### src/rtl/neander_pkg.sv
// Shared definitions for the NEANDER-X memory arbiter.
//   DATA_W / ADDR_W : RAM data and address widths
//   arb_state_t     : arbiter ownership states
package neander_pkg;

    localparam int unsigned DATA_W = 8;
    localparam int unsigned ADDR_W = 8;

    typedef enum logic [1:0] {
        CPU_OWN = 2'd0,
        LD_SLOT = 2'd1,
        HALT    = 2'd2
    } arb_state_t;

endpackage

### src/rtl/neander_sat_counter.sv
// Saturating up-counter used for arbiter statistics.
// Ports:
//   clk   : clock, rising edge
//   reset : synchronous active-low reset, clears the count
//   inc   : increment request for this cycle
//   count : current count, sticks at all-ones
module neander_sat_counter #(
    parameter int unsigned WIDTH = 16
) (
    input  logic             clk,
    input  logic             reset,
    input  logic             inc,
    output logic [WIDTH-1:0] count
);

    logic [WIDTH-1:0] count_q;

    always_ff @(posedge clk) begin
        if (!reset) begin
            count_q <= '0;
        end else if (inc && (count_q != '1)) begin
            count_q <= count_q + WIDTH'(1);
        end
    end

    assign count = count_q;

endmodule

### src/rtl/neander_mem_arbiter.sv
// Arbiter sharing the single-port program/data RAM between the NEANDER-X CPU and a
// secondary requester (UART loader / debug port). The CPU has priority; the loader
// is served in CPU-idle cycles, in a forced one-cycle slot after MAX_WAIT refusals,
// or continuously while it holds ld_hold (CPU frozen via cpu_stall).
// Ports:
//   clk, reset               : clock and synchronous active-low reset
//   cpu_addr/wdata/read/write: CPU memory interface; cpu_rdata returned from RAM
//   cpu_stall                : CPU clock-enable inhibit
//   ld_req/we/addr/wdata     : loader request (held until ld_gnt)
//   ld_hold                  : loader bulk-programming halt request
//   ld_gnt                   : loader access performed this cycle
//   ld_rvalid/ld_rdata       : registered loader read return
//   ram_*                    : RAM port (write on edge, combinational read)
//   stat_grants/stat_stalls  : statistics, only with NEANDER_MEM_ARB_STATS_EN defined
// Optional feature macro: NEANDER_MEM_ARB_STATS_EN (saturating grant/stall counters).
module neander_mem_arbiter
    import neander_pkg::*;
#(
    parameter int unsigned MAX_WAIT = 4,
    parameter int unsigned STAT_W   = 16
) (
    input  logic              clk,
    input  logic              reset,
    input  logic [ADDR_W-1:0] cpu_addr,
    input  logic [DATA_W-1:0] cpu_wdata,
    input  logic              cpu_read,
    input  logic              cpu_write,
    output logic [DATA_W-1:0] cpu_rdata,
    output logic              cpu_stall,
    input  logic              ld_req,
    input  logic              ld_we,
    input  logic [ADDR_W-1:0] ld_addr,
    input  logic [DATA_W-1:0] ld_wdata,
    input  logic              ld_hold,
    output logic              ld_gnt,
    output logic              ld_rvalid,
    output logic [DATA_W-1:0] ld_rdata,
    output logic [ADDR_W-1:0] ram_addr,
    output logic [DATA_W-1:0] ram_wdata,
    output logic              ram_we,
    output logic              ram_re,
    input  logic [DATA_W-1:0] ram_rdata,
    output logic [STAT_W-1:0] stat_grants,
    output logic [STAT_W-1:0] stat_stalls
);

    localparam int unsigned WAIT_W = $clog2(MAX_WAIT + 1);
    localparam logic [WAIT_W-1:0] WAIT_LAST = WAIT_W'(MAX_WAIT - 1);

    arb_state_t        state_q, state_d;
    logic [WAIT_W-1:0] wait_q, wait_d;
    logic              cpu_access;
    logic              cpu_owner;
    logic              ld_owner;
    logic              refused;

    assign cpu_access = cpu_read | cpu_write;

    always_ff @(posedge clk) begin
        if (!reset) begin
            state_q <= CPU_OWN;
            wait_q  <= '0;
        end else begin
            state_q <= state_d;
            wait_q  <= wait_d;
        end
    end

    always_comb begin
        state_d   = state_q;
        wait_d    = '0;
        cpu_stall = 1'b0;
        ld_gnt    = 1'b0;
        cpu_owner = 1'b0;
        ld_owner  = 1'b0;
        refused   = 1'b0;
        unique case (state_q)
            CPU_OWN: begin
                if (cpu_access) begin
                    cpu_owner = 1'b1;
                end else if (ld_req) begin
                    ld_owner = 1'b1;
                    ld_gnt   = 1'b1;
                end
                refused = ld_req & cpu_access;
                // Counter wraps to 0 on the forced-slot transition so it never
                // reaches MAX_WAIT.
                if (refused && (wait_q != WAIT_LAST)) begin
                    wait_d = wait_q + WAIT_W'(1);
                end
                if (ld_hold) begin
                    state_d = HALT;
                end else if (refused && (wait_q == WAIT_LAST)) begin
                    state_d = LD_SLOT;
                end
            end
            LD_SLOT: begin
                cpu_stall = 1'b1;
                ld_owner  = 1'b1;
                ld_gnt    = ld_req;
                state_d   = ld_hold ? HALT : CPU_OWN;
            end
            HALT: begin
                cpu_stall = 1'b1;
                ld_owner  = 1'b1;
                ld_gnt    = ld_req;
                if (!ld_hold) begin
                    state_d = CPU_OWN;
                end
            end
            default: begin
                state_d = CPU_OWN;
            end
        endcase
    end

    // RAM port mux; address/data parked at 0 when no access is performed.
    always_comb begin
        ram_addr  = '0;
        ram_wdata = '0;
        ram_we    = 1'b0;
        ram_re    = 1'b0;
        if (cpu_owner) begin
            ram_addr  = cpu_addr;
            ram_wdata = cpu_wdata;
            ram_we    = cpu_write;
            ram_re    = cpu_read;
        end else if (ld_owner && ld_gnt) begin
            ram_addr  = ld_addr;
            ram_wdata = ld_wdata;
            ram_we    = ld_we;
            ram_re    = ~ld_we;
        end
    end

    assign cpu_rdata = ram_rdata;

    always_ff @(posedge clk) begin
        if (!reset) begin
            ld_rvalid <= 1'b0;
            ld_rdata  <= '0;
        end else begin
            ld_rvalid <= ld_gnt & ~ld_we;
            if (ld_gnt && !ld_we) begin
                ld_rdata <= ram_rdata;
            end
        end
    end

`ifdef NEANDER_MEM_ARB_STATS_EN
    neander_sat_counter #(
        .WIDTH(STAT_W)
    ) u_grant_cnt (
        .clk  (clk),
        .reset(reset),
        .inc  (ld_gnt),
        .count(stat_grants)
    );

    neander_sat_counter #(
        .WIDTH(STAT_W)
    ) u_stall_cnt (
        .clk  (clk),
        .reset(reset),
        .inc  (cpu_stall),
        .count(stat_stalls)
    );
`else
    assign stat_grants = '0;
    assign stat_stalls = '0;
`endif

endmodule

### config.mk
export PLATFORM = sky130hd
export DESIGN_NAME = neander_mem_arbiter
export DESIGN_NICKNAME = d
export VERILOG_FILES = /design/src/rtl/neander_pkg.sv /design/src/rtl/neander_sat_counter.sv /design/src/rtl/neander_mem_arbiter.sv
export SDC_FILE = /design/constraint.sdc
export NUM_CORES = 1
export LEC_CHECK = 0
export ABC_CLOCK_PERIOD_IN_PS = 2300
export BUFFER_PORTS_ARGS = -buffer_cell sky130_fd_sc_hd__buf_4
export CAP_MARGIN = 20
export CORE_MARGIN = 2
export CORE_UTILIZATION = 25
export DETAILED_ROUTE_END_ITERATION = 8
export SYNTH_ARGS = -nofsm -noshare
export SYNTH_HDL_FRONTEND = slang
export SYNTH_SLANG_ARGS = --single-unit
### constraint.sdc
create_clock -name clk -period 2.3 [get_ports clk]
set_clock_uncertainty 0.15 [all_clocks]
set_input_delay 0.345 -clock clk [delete_from_list [all_inputs] [get_ports clk]]
set_output_delay 0.345 -clock clk [all_outputs]
set_load 0.03 [all_outputs]
==> impl_metrics.yaml, run 1 <==
outcome:
  outcome: "finished, final reports clean"
logic_synthesis:
  synth_area_um2: 1150
  synth.ff_latch_count: 14
  yosysWarnings: 0
  synth_cell_type_count: 27
  syn_inst: 135
  seq_area_frac_synth: 0.243
  syn_area_per_cell_um2: 8.54
timing:
  layout_min_cycle_time_ns: 2.28
  tns_ns: 0
  rsz0062_at_grt: "yes"
  drv_slew: 0
  setup-violations-final: 0
  period_share: 0.992
  fmax_mhz: 438
  hold_violations: 0
global_route:
  grt_max_degree: 23
  grt_pass1_wl_um: 4770
  antenna_found_initial: 0
  grt_util_met3: 0.0333
  grt_pass1_vias: 1068
  grt_overflow: 0
  track_usage: 0.115
  met2_usage: 0.211
  grt.busiest_layer: "met2"
  use_met1: 0.127
floorplanning:
  die_w_um: 71.9
  initial_core_util: 0.263
  core_um2: 4380
  boundaryPins: 116
  std_cell_rows: 24
  die_h_um: 71.9
  die-area_um2: 5170
flow_run:
  drv_cap: 0
critical_path:
  worstSetupPathType: "reg -> out"
  end_kind: "output pin"
  crit_path_cell_trace: "inv_4, ha_4, or3b_4, a21oi_4, buf_6, a22o_1, buf_6"
  start_kind: "register"
  arrival_ns: 1.79
  path_max_fanout: 9
  path_common_cell: "buf_6"
  max_stage_delay_ns: 0.40
  slowest_stage: "or3b_4"
  cp.required_ns: 1.80
clock_network:
  cts_max_path_buffers: 2
  clk_pin_slew_worst_paths_ns: 0.06
  insertion_delay_ns: 0.24
  h-tree-depth: 1
  cts_buffers: 3
  cts_hold_buf: 0
  cts_tree: "done"
  cts_sinks: 14
  cts-root-buf: "clkbuf_8"
layout:
  area_growth_pct: 58.7
  multiInputGateArea_um2: 644
  seqCellArea_um2: 285
  layout_commonest_cell: "buf_4"
  finish.utilization: 0.417
  layout-drive-gt1-share: 0.493
  nNetsFinal: 268
  fillCellCount: 459
  antennaDiodeCount: 0
  mostFrequentLayoutCells: "buf_4 (72), conb_1 (32), nand2_1 (19), buf_6 (19), a22o_1 (17)"
routing:
  viasPerCell: 4.18
  num_vias: 1116
  drt_iter0_drc: 23
  wl_per_cell_um: 11.2
  drtPass1Iterations: 4
  ant_nets: 0
  drc: 0
  routed_wl_um: 3000
placed_design:
  port_buffers: 83
  dp_hpwl_um: 2350
  place_congestion: 0.775
power_and_ir_drop:
  powerDensity_nw_per_um2: 533
  p_leak_nw: 0.912
  irDropWorstVdd_v: 0.000248
worst_hold_path:
  hp-class: "in -> reg"
## through the flow
step | instance area (um^2) | hold slack, ns | worst slack [ns] | cells | total power, mW
after floorplan | 1270 | 0.249 | 0.104 | 166 | 0.590
after global placement | 1670 | 0.259 | 0.151 | 259 | 0.703
after detailed placement | 1670 | 0.268 | 0.131 | 259 | 0.705
after CTS | 1870 | 0.192 | -0.0739 | 268 | 0.997
after global routing | 1830 | 0.189 | -0.0780 | 267 | 1.03
final | 1830 | 0.188 | 0.0181 | 267 | 0.975
## cell type report
cell class / instances / area share
inverter: 6 / 0.0137
sequential: 14 / 0.156
multi-input combinational: 100 / 0.352
clock buffer: 4 / 0.0301
timing repair buffer: 91 / 0.412
tap: 52 / 0.0356
## power breakdown
part / leakage, nW / switching (mW) / internal [mW]
logic: 0.768 / 0.278 / 0.201
registers: 0.115 / 0.00665 / 0.252
clock network: 0.0288 / 0.0862 / 0.151
## synth_stat cells
cell type | n | area share
and2_1 | 1 | 0.0054
a22o_1 | 17 | 0.13
mux2_2 | 1 | 0.0098
nand2_1 | 19 | 0.062
nand4_1 | 1 | 0.0054
buf_4 | 41 | 0.27
dfxtp_1 | 14 | 0.24
buf_1 | 1 | 0.0033
inv_1 | 6 | 0.020
mux2i_1 | 8 | 0.069
o21a_1 | 1 | 0.0065
a21oi_1 | 1 | 0.0043
nand2b_2 | 1 | 0.0076
clkbuf_1 | 3 | 0.0098
nor2b_1 | 1 | 0.0054
nor2_1 | 3 | 0.0098
nand3_1 | 1 | 0.0043
or2b_2 | 1 | 0.0076
o211ai_1 | 1 | 0.0065
a21oi_4 | 1 | 0.014
buf_6 | 1 | 0.0098
o32ai_1 | 2 | 0.015
or3b_4 | 1 | 0.0098
a211oi_2 | 1 | 0.011
conb_1 | 1 | 0.0033
a22oi_1 | 1 | 0.0065
ha_1 | 5 | 0.054
## critical path, delay by kind of cell, from the launching register on
kind,cells,cell delay (ns)
AOI/OAI and AO/OA,2,0.32
buffers and inverters,3,0.36
adders and majority gates,1,0.12
DFF,1,0.36
and+or+nand+nor,1,0.40
## sequential cells by signal, indices dropped and copies added (netlist names)
signal     cells
ld_rdata       8
wait_q         3
state_q        2
ld_rvalid      1
## what timing repair did
action,4_1_cts,5_1_grt
pin swaps,8,3
gates resized for setup,26,2
cloned,1,0
buffers inserted,4,1
setup endpoints to repair,18,18
endpoints found under the hold margin,0,0
## kinds of logic after synthesis
kind of cell    Yosys count  synth area share
mux                       9            0.0793
buf+inv                  52             0.309
simple gates             29             0.117
flops                    14             0.243
other cells               1           0.00325
compound gates           25             0.193
fa+ha+maj                 5            0.0543
## per-layer routing
metal | vias to the layer above | routed length, um
li1 | 547 | -
met1 | 516 | 1100
met2 | 53 | 1670
met3 | 0 | 226
met4 | 0 | 0
met5 | - | 0
## final timing paths
path / to / slack [ns] / depth (start not counted) / from
min reg2reg: wait_q[0]$_SDFF_PN0_ / 0.27 / 1 / wait_q[0]$_SDFF_PN0_
min: state_q[0]$_SDFFE_PN0P_ / 0.19 / 2 / ld_hold
max reg2reg: ld_rdata[1]$_SDFFE_PN0P_ / 0.45 / 6 / state_q[1]$_SDFFE_PN0P_
max: ram_addr[4] / 0.02 / 7 / state_q[1]$_SDFFE_PN0P_
(Power assumes the default switching activity.)
==> run 2: changes to the inputs <==
- ABC_AREA: unset -> 1
==> impl_metrics.yaml, run 2 <==
floorplanning:
  std_cell_rows: 26
  initial_core_util: 0.254
  die_w_um: 75.6
  die-area_um2: 5720
  boundaryPins: 116
  die_h_um: 75.6
  core_um2: 5040
critical_path:
  end_kind: "output pin"
  path_max_fanout: 17
  worstSetupPathType: "reg -> out"
  rr_worst_depth: 8
  cp.required_ns: 1.80
  start_kind: "register"
  arrival_ns: 1.68
power_and_ir_drop:
  p_seq_frac: 0.238
  p_leak_nw: 1.03
  power.internal_mw: 0.626
  powerDensity_nw_per_um2: 626
  pwr-share-comb: 0.596
  p_sw_frac: 0.462
  p_sw_mw: 0.538
  irDropWorstVdd_v: 0.000424
  fin_total_pwr_mw: 1.16
  clkPwrFrac: 0.166
clock_network:
  insertion_delay_ns: 0.24
  cts_tree: "done"
  cts_buffers: 3
  cts_max_path_buffers: 2
  postCtsSetupRepairBufs: 0
  cts_sinks: 14
  cts-root-buf: "clkbuf_8"
  clk_pin_slew_worst_paths_ns: 0.05
  h-tree-depth: 1
routing:
  drc: 0
  viasPerCell: 3.94
  drtPass1Iterations: 4
  num_vias: 1345
  routed_wl_um: 3270
  wl_per_cell_um: 9.60
  drt_iter0_drc: 51
  ant_nets: 0
layout:
  layout-drive-gt1-share: 0.369
  seqCellArea_um2: 282
  mostFrequentLayoutCells: "buf_4 (86), nand2_1 (37), conb_1 (32)"
  multiInputGateArea_um2: 708
  top_register: "ld_rdata"
  nNetsFinal: 325
  antennaDiodeCount: 0
  final_cells: 341
  largest_register_ffs: 8
  area_growth_pct: 45.0
  top_regs: "ld_rdata x8, wait_q x3, state_q x2"
  fillCellCount: 556
  layout_commonest_cell: "buf_4"
logic_synthesis:
  synth_xor_area_frac: 0
  syn_inst: 198
  synth_area_um2: 1280
  synth_top_area_frac: 0.246
  synth_common_cells: "buf_4 (42), nand2_1 (38), nand3_1 (22), nor2_1 (22), inv_1 (20)"
  yosysWarnings: 0
  synthSimpleGateAreaFrac: 0.311
  synthArstFlopShare: 0
  synth_top_family_by_area: "buffers and inverters"
  synth-compound-area-share: 0.0780
  synth_edf_count: 0
  synth_cell_type_count: 20
  seq_area_frac_synth: 0.219
  muxShareOfSynthArea: 0
  yosys.area.top_type: "buf_4"
  ys_top_cells_by_area: "buf_4 (25%), dfxtp_1 (22%), nand2_1 (11%)"
  synthFlopType: "dfxtp_1"
  syn_area_per_cell_um2: 6.48
  synth_most_common_cell: "buf_4"
  synth_fa_ha_area_frac: 0.0488
  synth.ff_latch_count: 14
outcome:
  outcome: "finished, final reports clean"
timing:
  fmax_mhz: 459
  worst_slack_ns: 0.122
  period_share: 0.947
  tns_ns: 0
  setup-violations-final: 0
  hold_violations: 0
  holdWs_ns: 0.186
  drv_slew: 0
  layout_min_cycle_time_ns: 2.18
placed_design:
  port_buffers: 83
  dp_hpwl_um: 2640
  place_congestion: 0.724
  dp.cells: 338
  pre_cts_ws_ns: 0.231
global_route:
  grt_pass1_vias: 1089
  grt_pass1_wl_um: 4580
  antenna_found_initial: 0
  grt_max_degree: 19
  grt_overflow: 0
  track_usage: 0.107
flow_run:
  drv_cap: 0
worst_hold_path:
  min_path_cells: 3
  hp-class: "in -> reg"
run 2: path summary, 6_finish.rpt:
check	startpoint	end	slack [ns]
setup / recovery	state_q[0]$_SDFFE_PN0P_	ram_wdata[7]	0.12
hold / removal	ram_rdata[5]	ld_rdata[5]$_SDFFE_PN0P_	0.19
setup reg to reg	state_q[0]$_SDFFE_PN0P_	state_q[1]$_SDFFE_PN0P_	0.67
hold reg to reg	wait_q[0]$_SDFF_PN0_	wait_q[0]$_SDFF_PN0_	0.27
run 2: layout make-up:
| class | count | share of cell area |
|---|---|---|
| inverters | 20 | 0.0404 |
| well taps | 70 | 0.0471 |
| repair buffers | 87 | 0.358 |
| clock buffers | 3 | 0.0222 |
| multi-input cells | 147 | 0.381 |
| flip-flops and latches | 14 | 0.151 |
run 2: worst max-delay path, stage by stage (launching register included):
cell	delay [ns]
dfxtp_1	0.34
inv_1	0.07
ha_1	0.31
inv_1	0.07
nand2_4	0.11
nand2_8	0.10
o21ai_0	0.23
buf_4	0.20
run 2: logic make-up after synthesis:
logic type | Yosys count
simple gates | 90
compound gates | 20
other cells | 1
flops | 14
fa+ha+maj | 5
buf+inv | 68
run 2: metrics by stage:
step | util | area, um^2
floorplan | - | 1400
global placement | 0.355 | 1790
detailed placement | 0.355 | 1790
CTS | 0.364 | 1840
global route | 0.369 | 1860
finish | 0.369 | 1860
run 2: power by group through the flow:
stage	Combinational [mW]	Clock, mW	Sequential, mW
3_5_place_dp	0.679	0	0.281
2_1_floorplan	0.470	0	0.308
3_3_place_gp	0.675	0	0.280
6_report	0.694	0.193	0.276
4_1_cts	0.684	0.203	0.276
5_1_grt	0.752	0.218	0.280
run 2: what timing repair did:
action,CTS,global route
endpoints found under the setup margin,2,16
pin swaps,0,1
gates resized for setup,1,6
gates cloned,0,0
hold buffers,0,0
run 2: metal layers:
layer / vias to the layer above / global-route usage / routed length [um]
met2: 76 / 0.191 / 1510
met5: - / 0 / 0
li1: 693 / - / -
met1: 572 / 0.112 / 1290
met3: 4 / 0.0370 / 429
met4: 0 / 0.0487 / 42
